<file path="config.mk">
export PLATFORM = sky130hd
export DESIGN_NAME = fetch_unit
export DESIGN_NICKNAME = d
export VERILOG_FILES = /design/src/rtl/fetch_pkg.sv /design/src/rtl/fetch_unit.sv
export SDC_FILE = /design/constraint.sdc
export NUM_CORES = 1
export LEC_CHECK = 0
export CAP_MARGIN = 20
export CELL_PAD_IN_SITES_DETAIL_PLACEMENT = 2
export CELL_PAD_IN_SITES_GLOBAL_PLACEMENT = 2
export CORE_MARGIN = 2
export CORE_UTILIZATION = 24
export DETAILED_ROUTE_END_ITERATION = 16
export GPL_ROUTABILITY_DRIVEN = 0
export PLACE_DENSITY = 0.94
export SYNTH_ARGS = -nofsm -noshare
export SYNTH_HDL_FRONTEND = slang
export SYNTH_SLANG_ARGS = --single-unit
</file>
<file path="constraint.sdc">
create_clock -name clk -period 2.6 [get_ports clk]
set_input_delay 0.78 -clock clk [delete_from_list [all_inputs] [get_ports clk]]
set_output_delay 0.78 -clock clk [all_outputs]
set_load 0.02 [all_outputs]
</file>
<file path="src/rtl/fetch_pkg.sv">
// Shared definitions for the instruction fetch unit.
// State encoding and default bus widths.
package fetch_pkg;

  localparam int FETCH_ADDR_W = 15;
  localparam int FETCH_DATA_W = 16;

  typedef enum logic [1:0] {
    IDLE = 2'd0,
    REQ  = 2'd1,
    HOLD = 2'd2,
    DROP = 2'd3
  } fetch_state_t;

endpackage

</file>
<file path="src/rtl/fetch_unit.sv">
// Instruction fetch: issues one read at a time, buffers the word
// for decode, and squashes in-flight reads on a redirect.
module fetch_unit
  import fetch_pkg::*;
#(
  parameter int ADDR_W = FETCH_ADDR_W,
  parameter int DATA_W = FETCH_DATA_W
) (
  input  logic              clk,
  input  logic              reset_n,
  input  logic [ADDR_W-1:0] pc_in,
  output logic              pc_inc,
  output logic              pc_load,
  output logic [ADDR_W-1:0] pc_load_addr,
  input  logic              branch_valid,
  input  logic [ADDR_W-1:0] branch_target,
  output logic              mem_req,
  output logic [ADDR_W-1:0] mem_addr,
  input  logic              mem_ack,
  input  logic [DATA_W-1:0] mem_rdata,
  output logic              instr_valid,
  output logic [DATA_W-1:0] instr,
  output logic [ADDR_W-1:0] instr_pc,
  input  logic              instr_ready
);

  fetch_state_t      state_q, state_d;
  logic [ADDR_W-1:0] addr_q, addr_d;
  logic [ADDR_W-1:0] ipc_q, ipc_d;
  logic [DATA_W-1:0] instr_q, instr_d;
  logic              valid_q, valid_d;

  always_comb begin
    state_d = state_q;
    addr_d  = addr_q;
    ipc_d   = ipc_q;
    instr_d = instr_q;
    valid_d = valid_q;
    unique case (state_q)
      IDLE: begin
        state_d = REQ;
        addr_d  = branch_valid ? branch_target : pc_in;
      end
      REQ: begin
        if (mem_ack && branch_valid) begin
          addr_d  = branch_target;
          valid_d = 1'b0;
        end else if (mem_ack) begin
          state_d = HOLD;
          instr_d = mem_rdata;
          ipc_d   = addr_q;
          valid_d = 1'b1;
        end else if (branch_valid) begin
          state_d = DROP;
        end
      end
      HOLD: begin
        if (branch_valid) begin
          state_d = REQ;
          addr_d  = branch_target;
          valid_d = 1'b0;
        end else if (instr_ready) begin
          state_d = REQ;
          addr_d  = pc_in;
          valid_d = 1'b0;
        end
      end
      DROP: begin
        // the arriving word belongs to the old path
        if (mem_ack) begin
          state_d = REQ;
          addr_d  = branch_valid ? branch_target : pc_in;
        end
      end
      default: state_d = IDLE;
    endcase
  end

  always_ff @(posedge clk) begin
    if (!reset_n) begin
      state_q <= IDLE;
      addr_q  <= '0;
      ipc_q   <= '0;
      instr_q <= '0;
      valid_q <= 1'b0;
    end else begin
      state_q <= state_d;
      addr_q  <= addr_d;
      ipc_q   <= ipc_d;
      instr_q <= instr_d;
      valid_q <= valid_d;
    end
  end

  assign mem_req      = (state_q == REQ) || (state_q == DROP);
  assign mem_addr     = addr_q;
  assign instr_valid  = valid_q;
  assign instr        = instr_q;
  assign instr_pc     = ipc_q;
  assign pc_load      = reset_n & branch_valid;
  assign pc_load_addr = branch_target;
  assign pc_inc       = reset_n & (state_q == REQ)
                      & mem_ack & ~branch_valid;

endmodule

</file>
==> flow_summary.yaml <==
status:
  status: "complete, no violations"
worst_setup_path:
  cp_num_buf_inv: 2
  worst_r2r_path_depth: 5
  path_max_fanout: 2
  cp.depth: 2
  regToRegSetupSlack_ns: 0.54
  timing.rr.start: "state_q[0]$_SDFFE_PN0P_"
  crit_path_top_delay_cell: "clkdlybuf4s50_1"
  worst_setup_path_start_kind: "primary input"
  crit_arrival_ns: 1.68
  cp-end-kind: "output port"
  cp.required_ns: 1.82
  cp_cell_sequence: "clkdlybuf4s50_1 -> dlygate4sd2_1"
  crit_type: "in2out"
  critPathTopFamily: "buffers and inverters"
  critPathMaxStageDelay_ns: 0.51
  r2r_end: "mem_addr[12]$_SDFFE_PN0P_"
die:
  die-width_um: 105
  start_util_pct: 24.8
  rows: 36
  design.portCount: 116
  die_y_um: 105
  fp.dieArea_sq_um: 10900
  coreArea_sq_um: 9770
clocking:
  cts-buffers-inserted: 5
  clk_pin_slew_ns: 0.10
  clk-insertion-delay-late_ns: 0.30
  postCtsSetupBuffers: 0
  clk_path_buf_depth: 2
  clock_sinks: 49
  cts.htree.levels: 2
  cts_tree: "done"
  clockRootBuffer: "clkbuf_8"
logic_synthesis:
  synthCells: 284
  synth_top_area_share_pct: 40.4
  syn-num-nets: 335
  synthTopCellsByArea: "dfxtp_1, nand2_1, a21boi_0"
  yosysUniqueCellTypes: 26
  synth_edf_count: 0
  ys_warn_count: 0
  synth_area_sq_um: 2430
  synth_most_common_cell: "nand2_1"
  yosysTopAreaCell: "dfxtp_1"
  synth-seq-area-share_pct: 40.4
  ys_top_cells_by_count: "nand2_1, dfxtp_1, a21boi_0"
  synthArstFlopShare_pct: 0
  ys_ff_latch: 49
  synthFlopType: "dfxtp_1"
  syn_area_per_cell_sq_um: 8.54
sta:
  setup_tns_ns: 0
  hold_viol_final: 0
  rsz0062_at_grt: "no"
  clock-skew-final_ns: 0.00446
  fmax_mhz: 407
  timing.final.crit_share_pct: 94.5
  tightest_slew_ns: 0.664
  slew_viol_final: 0
  fin_crit_ns: 2.46
  finalWorstSetupSlack_ns: 0.144
  finalSetupViolCount: 0
  relSlewSlack_pct: 55.5
worst_hold_path:
  whs_path_depth: 2
  whs_endpoint: "instr[9]$_SDFFE_PN0P_"
  min_from: "instr[9]$_SDFFE_PN0P_"
  hold_path_class: "reg2reg"
power_and_ir_drop:
  p_int_mw: 1.23
  peakVddDrop_mv: 0.190
  p_clk_share_pct: 26.6
  sw_frac_of_total_pct: 30.4
  p_leak_nw: 1.41
  power.switching_uw: 536
  p_comb_share_pct: 26.6
  p_per_area_nw_per_um2: 463
  seq_power_share_pct: 46.8
detailed_routing:
  drtIter0Drc: 47
  wire_per_inst_um: 16.9
  drcViolationCount: 0
  vias: 2436
  vias_per_cell: 4.64
  antenna_left: 0
  dr.pass1.iters: 3
  wirelength_um: 8880
grt:
  grt_usage_pct: 16.7
  grt_pass1_wl_um: 14600
  grt_max_degree: 39
  overflow: 0
  antenna_found_initial: 0
  grt_pass1_vias: 2658
placed_design:
  placed_cell_area_sq_um: 3720
  preCtsSetupSlack_ns: -0.488
  io_buffers: 115
  hpwl_um: 6590
flow_run:
  max_cap_violations: 0
layout:
  drive_gt1_share_pct: 11.0
  diodes: 0
  fillCellCount: 1097
  final_core_util_pct: 38.9
  final_cell_area_sq_um: 3800
  layout.nets: 442
  area_delta_synth_final_pct: 56.7
## how the worst max path moves through the flow
stage / start / end / slack, ns
after CTS: branch_valid / pc_inc / 0.004
after global placement: branch_valid / pc_inc / -0.49
after global routing: state_q[0]$_SDFFE_PN0P_ / mem_req / 0.08
after floorplan: branch_valid / pc_inc / 0.25
after detailed placement: branch_valid / pc_inc / -0.49
final: branch_target[7] / pc_load_addr[7] / 0.14
## per-stage QoR
| stage | power, mW | std cells | hold WS [ns] |
|---|---|---|---|
| global route | 1.85 | 525 | 0.494 |
| CTS | 1.79 | 525 | 0.471 |
| detailed placement | 1.32 | 517 | 0.456 |
| finish | 1.76 | 525 | 0.469 |
| floorplan | 1.07 | 284 | 0.532 |
| global placement | 1.30 | 517 | 0.448 |
## registers in the layout, summed over array words and instances, names as in the netlist
register	flops
state_q	2
instr_valid	1
instr_pc	15
mem_addr	15
instr	16
## cells in the final DEF, fill, tap and decap left out
master / instances
o21a_1: 16
and4bb_2: 1
nor2_1: 2
buf_6: 1
clkdlybuf4s50_1: 95
buf_4: 25
a21oi_1: 2
nor3b_4: 1
o211ai_2: 1
and3b_1: 1
buf_12: 2
clkinvlp_4: 1
o21ai_0: 4
clkdlybuf4s15_1: 1
nand4bb_1: 1
nor2b_1: 2
nor3_1: 1
dlymetal6s2s_1: 2
nand2_1: 62
nor2b_2: 1
clkinv_2: 1
clkbuf_8: 5
nor3b_1: 16
and2_4: 1
a21boi_1: 7
inv_6: 1
buf_2: 1
o311a_1: 15
o211ai_1: 15
a21boi_0: 26
dlygate4sd2_1: 15
o21a_4: 1
inv_1: 15
dfxtp_1: 49
and2_1: 2
## power by group through the flow
stage	registers (mW)	logic (mW)	clock network, mW
after floorplan	0.876	0.197	0
after global placement	0.840	0.463	0
after detailed placement	0.842	0.481	0
after CTS	0.825	0.475	0.495
after global routing	0.830	0.506	0.518
final	0.824	0.468	0.469
## timing repair
item / 4_1_cts / 5_1_grt
setup endpoints to repair: 17 / 2
pin swaps: 1 / 1
hold buffers: 0 / 0
gates resized for setup: 24 / 2
## area by class of cell
class	count	area, sq um	area share [%]
inverter	15	56.3	1.48
multi-input combinational	178	1150	30.2
sequential	49	981	25.8
clock buffer	5	68.8	1.81
clock inverter	3	21.3	0.559
timing repair buffer	142	1360	35.8
tap	133	166	4.38
## routing by layer
metal | vias to the layer above | part of all wire [%] | track usage (%)
li1 | 1171 | - | -
met1 | 1196 | 43 | 19.8
met2 | 59 | 53 | 31.3
met3 | 10 | 3.3 | 2.99
met4 | 0 | 0.95 | 3.28
met5 | - | 0 | 0
## kinds of logic (layout without fill, tap and decap cells)
family | Yosys count | count (layout) | synth area share [%]
compound gates | 87 | 87 | 28.4
buf+inv | 57 | 165 | 12.5
flops | 49 | 49 | 40.4
simple gates | 91 | 91 | 18.7
Power figures use the tool's default switching activity.
==> patch: new RTL, config.mk and constraints unchanged <==
Set the package constant `FETCH_ADDR_W` to 14 (it was 15).
--- a/src/rtl/fetch_pkg.sv
+++ b/src/rtl/fetch_pkg.sv
@@ -2,7 +2,7 @@
 // State encoding and default bus widths.
 package fetch_pkg;
 
-  localparam int FETCH_ADDR_W = 15;
+  localparam int FETCH_ADDR_W = 14;
   localparam int FETCH_DATA_W = 16;
 
   typedef enum logic [1:0] {
Ports: changed (5 resized); port bits go from 116 to 111. The function was not compared with the original's and may differ.
==> patch against the unedited design <==
- synthesized area decreased by 4.1%
- sequential cell count decreased by 2
- global-route usage decreased by 0.95 points
- worst setup slack got worse by 0.087 ns
- critical endpoint is now pc_inc
- total power decreased by 5.4%
- final area decreased by 4.8%
- clock skew increased by 0.0062 ns
- wire length decreased by 8.7%
==> patch: results (changes against the unedited design) <==
| Metric | Value |
|---|---|
| Yosys cell types | 25 (was 26) |
| Mapped Cells | 272 (was 284) |
| First-pass iteration count of the detailed router | 3 (unchanged) |
| Register area share after synthesis | 40.4% (about the same) |
| Min setup slack post-route | 0.0565 ns (was 0.144 ns) |
| R2R depth | 5 (unchanged) |
| Layout cells sized above 1 | 11.1% (was 11.0%) |
| Post-synth top cells | nand2_1 (60), dfxtp_1 (47), a21boi_1 (32) (was nand2_1 (62), dfxtp_1 (49), a21boi_0 (26)) |
| Hold path startpoint | instr[14]$_SDFFE_PN0P_ (was instr[9]$_SDFFE_PN0P_) |
| Initial DRC Count | 21 (was 47) |
| Hold Crit Class | register to register (unchanged) |
| VDD IR max | 0.181 mV (was 0.190 mV) |
| Crit path arrival time | 1.76 ns (was 1.68 ns) |
| Syn Nets | 321 (was 335) |
| GRT Overall Usage | 15.8% (was 16.7%) |
| Pre-CTS setup slack | -0.496 ns (was -0.488 ns) |
| Worst setup path endpoint | pc_inc (was pc_load_addr[7]) |
| R2R Path End | mem_addr[6]$_SDFFE_PN0P_ (was mem_addr[12]$_SDFFE_PN0P_) |
| Worst hold endpoint | instr[14]$_SDFFE_PN0P_ (was instr[9]$_SDFFE_PN0P_) |
| Pin count of the biggest net entering global routing | 37 (was 39) |
| Worst-Skew Late Latency | 0.30 ns (about the same) |
| Clk slew on worst S/H paths | 0.08 ns (was 0.10 ns) |
| Crit path max-delay family | buffers and inverters (unchanged) |
| CP Launch Point | mem_ack (was branch_target[7]) |
| Worst Path Max Fanout | 2 (unchanged) |
| Worst-Margin Slew | 0.377 ns (was 0.664 ns) |
| Detailed-route wire length | 8100 um (was 8880 um) |
| Vias in the first global route | 2444 (was 2658) |
| Clk_skew | 0.0106 ns (was 0.00446 ns) |
| Dominant cells by area after synthesis | dfxtp_1 (40%), a21boi_1 (10%), nand2_1 (9.7%) (was dfxtp_1 (40%), nand2_1 (9.6%), a21boi_0 (8.0%)) |
| Placed Cells incl. Taps | 498 (was 517) |
| CP max stage delay | 0.48 ns (was 0.51 ns) |
| FF-to-FF setup slack | 0.86 ns (was 0.54 ns) |
| Number of buffers created by CTS | 5 (unchanged) |
| Leak | 1.34 nW (was 1.41 nW) |
| # port buffers | 110 (was 115) |
| Vias | 2281 (was 2436) |
| Post-DP HPWL | 6040 um (was 6590 um) |
| Area after DPL | 0.00356 sq mm (was 0.00372 sq mm) |
| Hold path depth | 2 (unchanged) |
| Status | complete, no violations (unchanged) |
| Layout Nets | 425 (was 442) |
| Fill cells | 1047 (was 1097) |
| WL per Instance | 16.0 um (was 16.9 um) |
| Initial antenna violation count | 0 (unchanged) |
| Yosys warns | 0 (unchanged) |
| First-pass GRT wire length | 12800 um (was 14600 um) |
| Post CTS Setup Buffer Count | 0 (unchanged) |
==> patch: cell types whose count changed after synthesis, sizes merged <==
cell,before,now
o21a,17,16
a21boi,33,32
o211ai,16,15
clkbuf,10,15
dfxtp,49,47
nand2,62,60
inv,15,14
nor3b,17,16
buf,32,25
o311a,15,14
==> patch: per-layer routing <==
| layer | vias to the layer above | part of all wire [%] | track usage (%) |
|---|---|---|---|
| met5 | - | 0 | 0 |
| met4 | 0 | 1.4 | 4.92 |
| met3 | 7 | 3.5 | 2.19 |
| met2 | 68 | 51 | 28.6 |
| met1 | 1088 | 44 | 19.1 |
| li1 | 1118 | - | - |
==> patch: where the power goes <==
group	switching, mW	total (mW)	internal (mW)
logic	0.210	0.440	0.230
registers	0.0314	0.789	0.757
clock network	0.248	0.438	0.189
==> patch: layout make-up <==
class | instances | area (sq um) | area share [%]
multi-input cells | 171 | 1100 | 30.3
clock inverters | 1 | 5.00 | 0.138
clock buffers | 7 | 76.3 | 2.11
well taps | 129 | 161 | 4.46
inverters | 14 | 52.6 | 1.45
flip-flops and latches | 47 | 941 | 26.0
repair buffers | 137 | 1290 | 35.6
==> patch: repair_timing <==
action / in CTS / in global routing
hold buffers: 0 / 0
setup endpoints to repair: 16 / 1
gates resized for setup: 24 / 2
==> patch: metrics by stage <==
stage                     total power [mW]  hold slack (ns)
after floorplan                       1.03            0.532
after global routing                  1.76            0.474
after CTS                             1.69            0.463
final                                 1.67            0.458
after detailed placement              1.26            0.451
after global placement                1.25            0.439
==> patch: kinds of logic (layout without fill, tap and decap cells) <==
| group | count (synthesis) | in the layout | share of synthesized area, % |
|---|---|---|---|
| AO/OA/AOI/OAI | 83 | 83 | 28.3 |
| flip-flops | 47 | 47 | 40.4 |
| AND/OR/NAND/NOR | 88 | 88 | 18.6 |
| buffers and inverters | 54 | 159 | 12.7 |
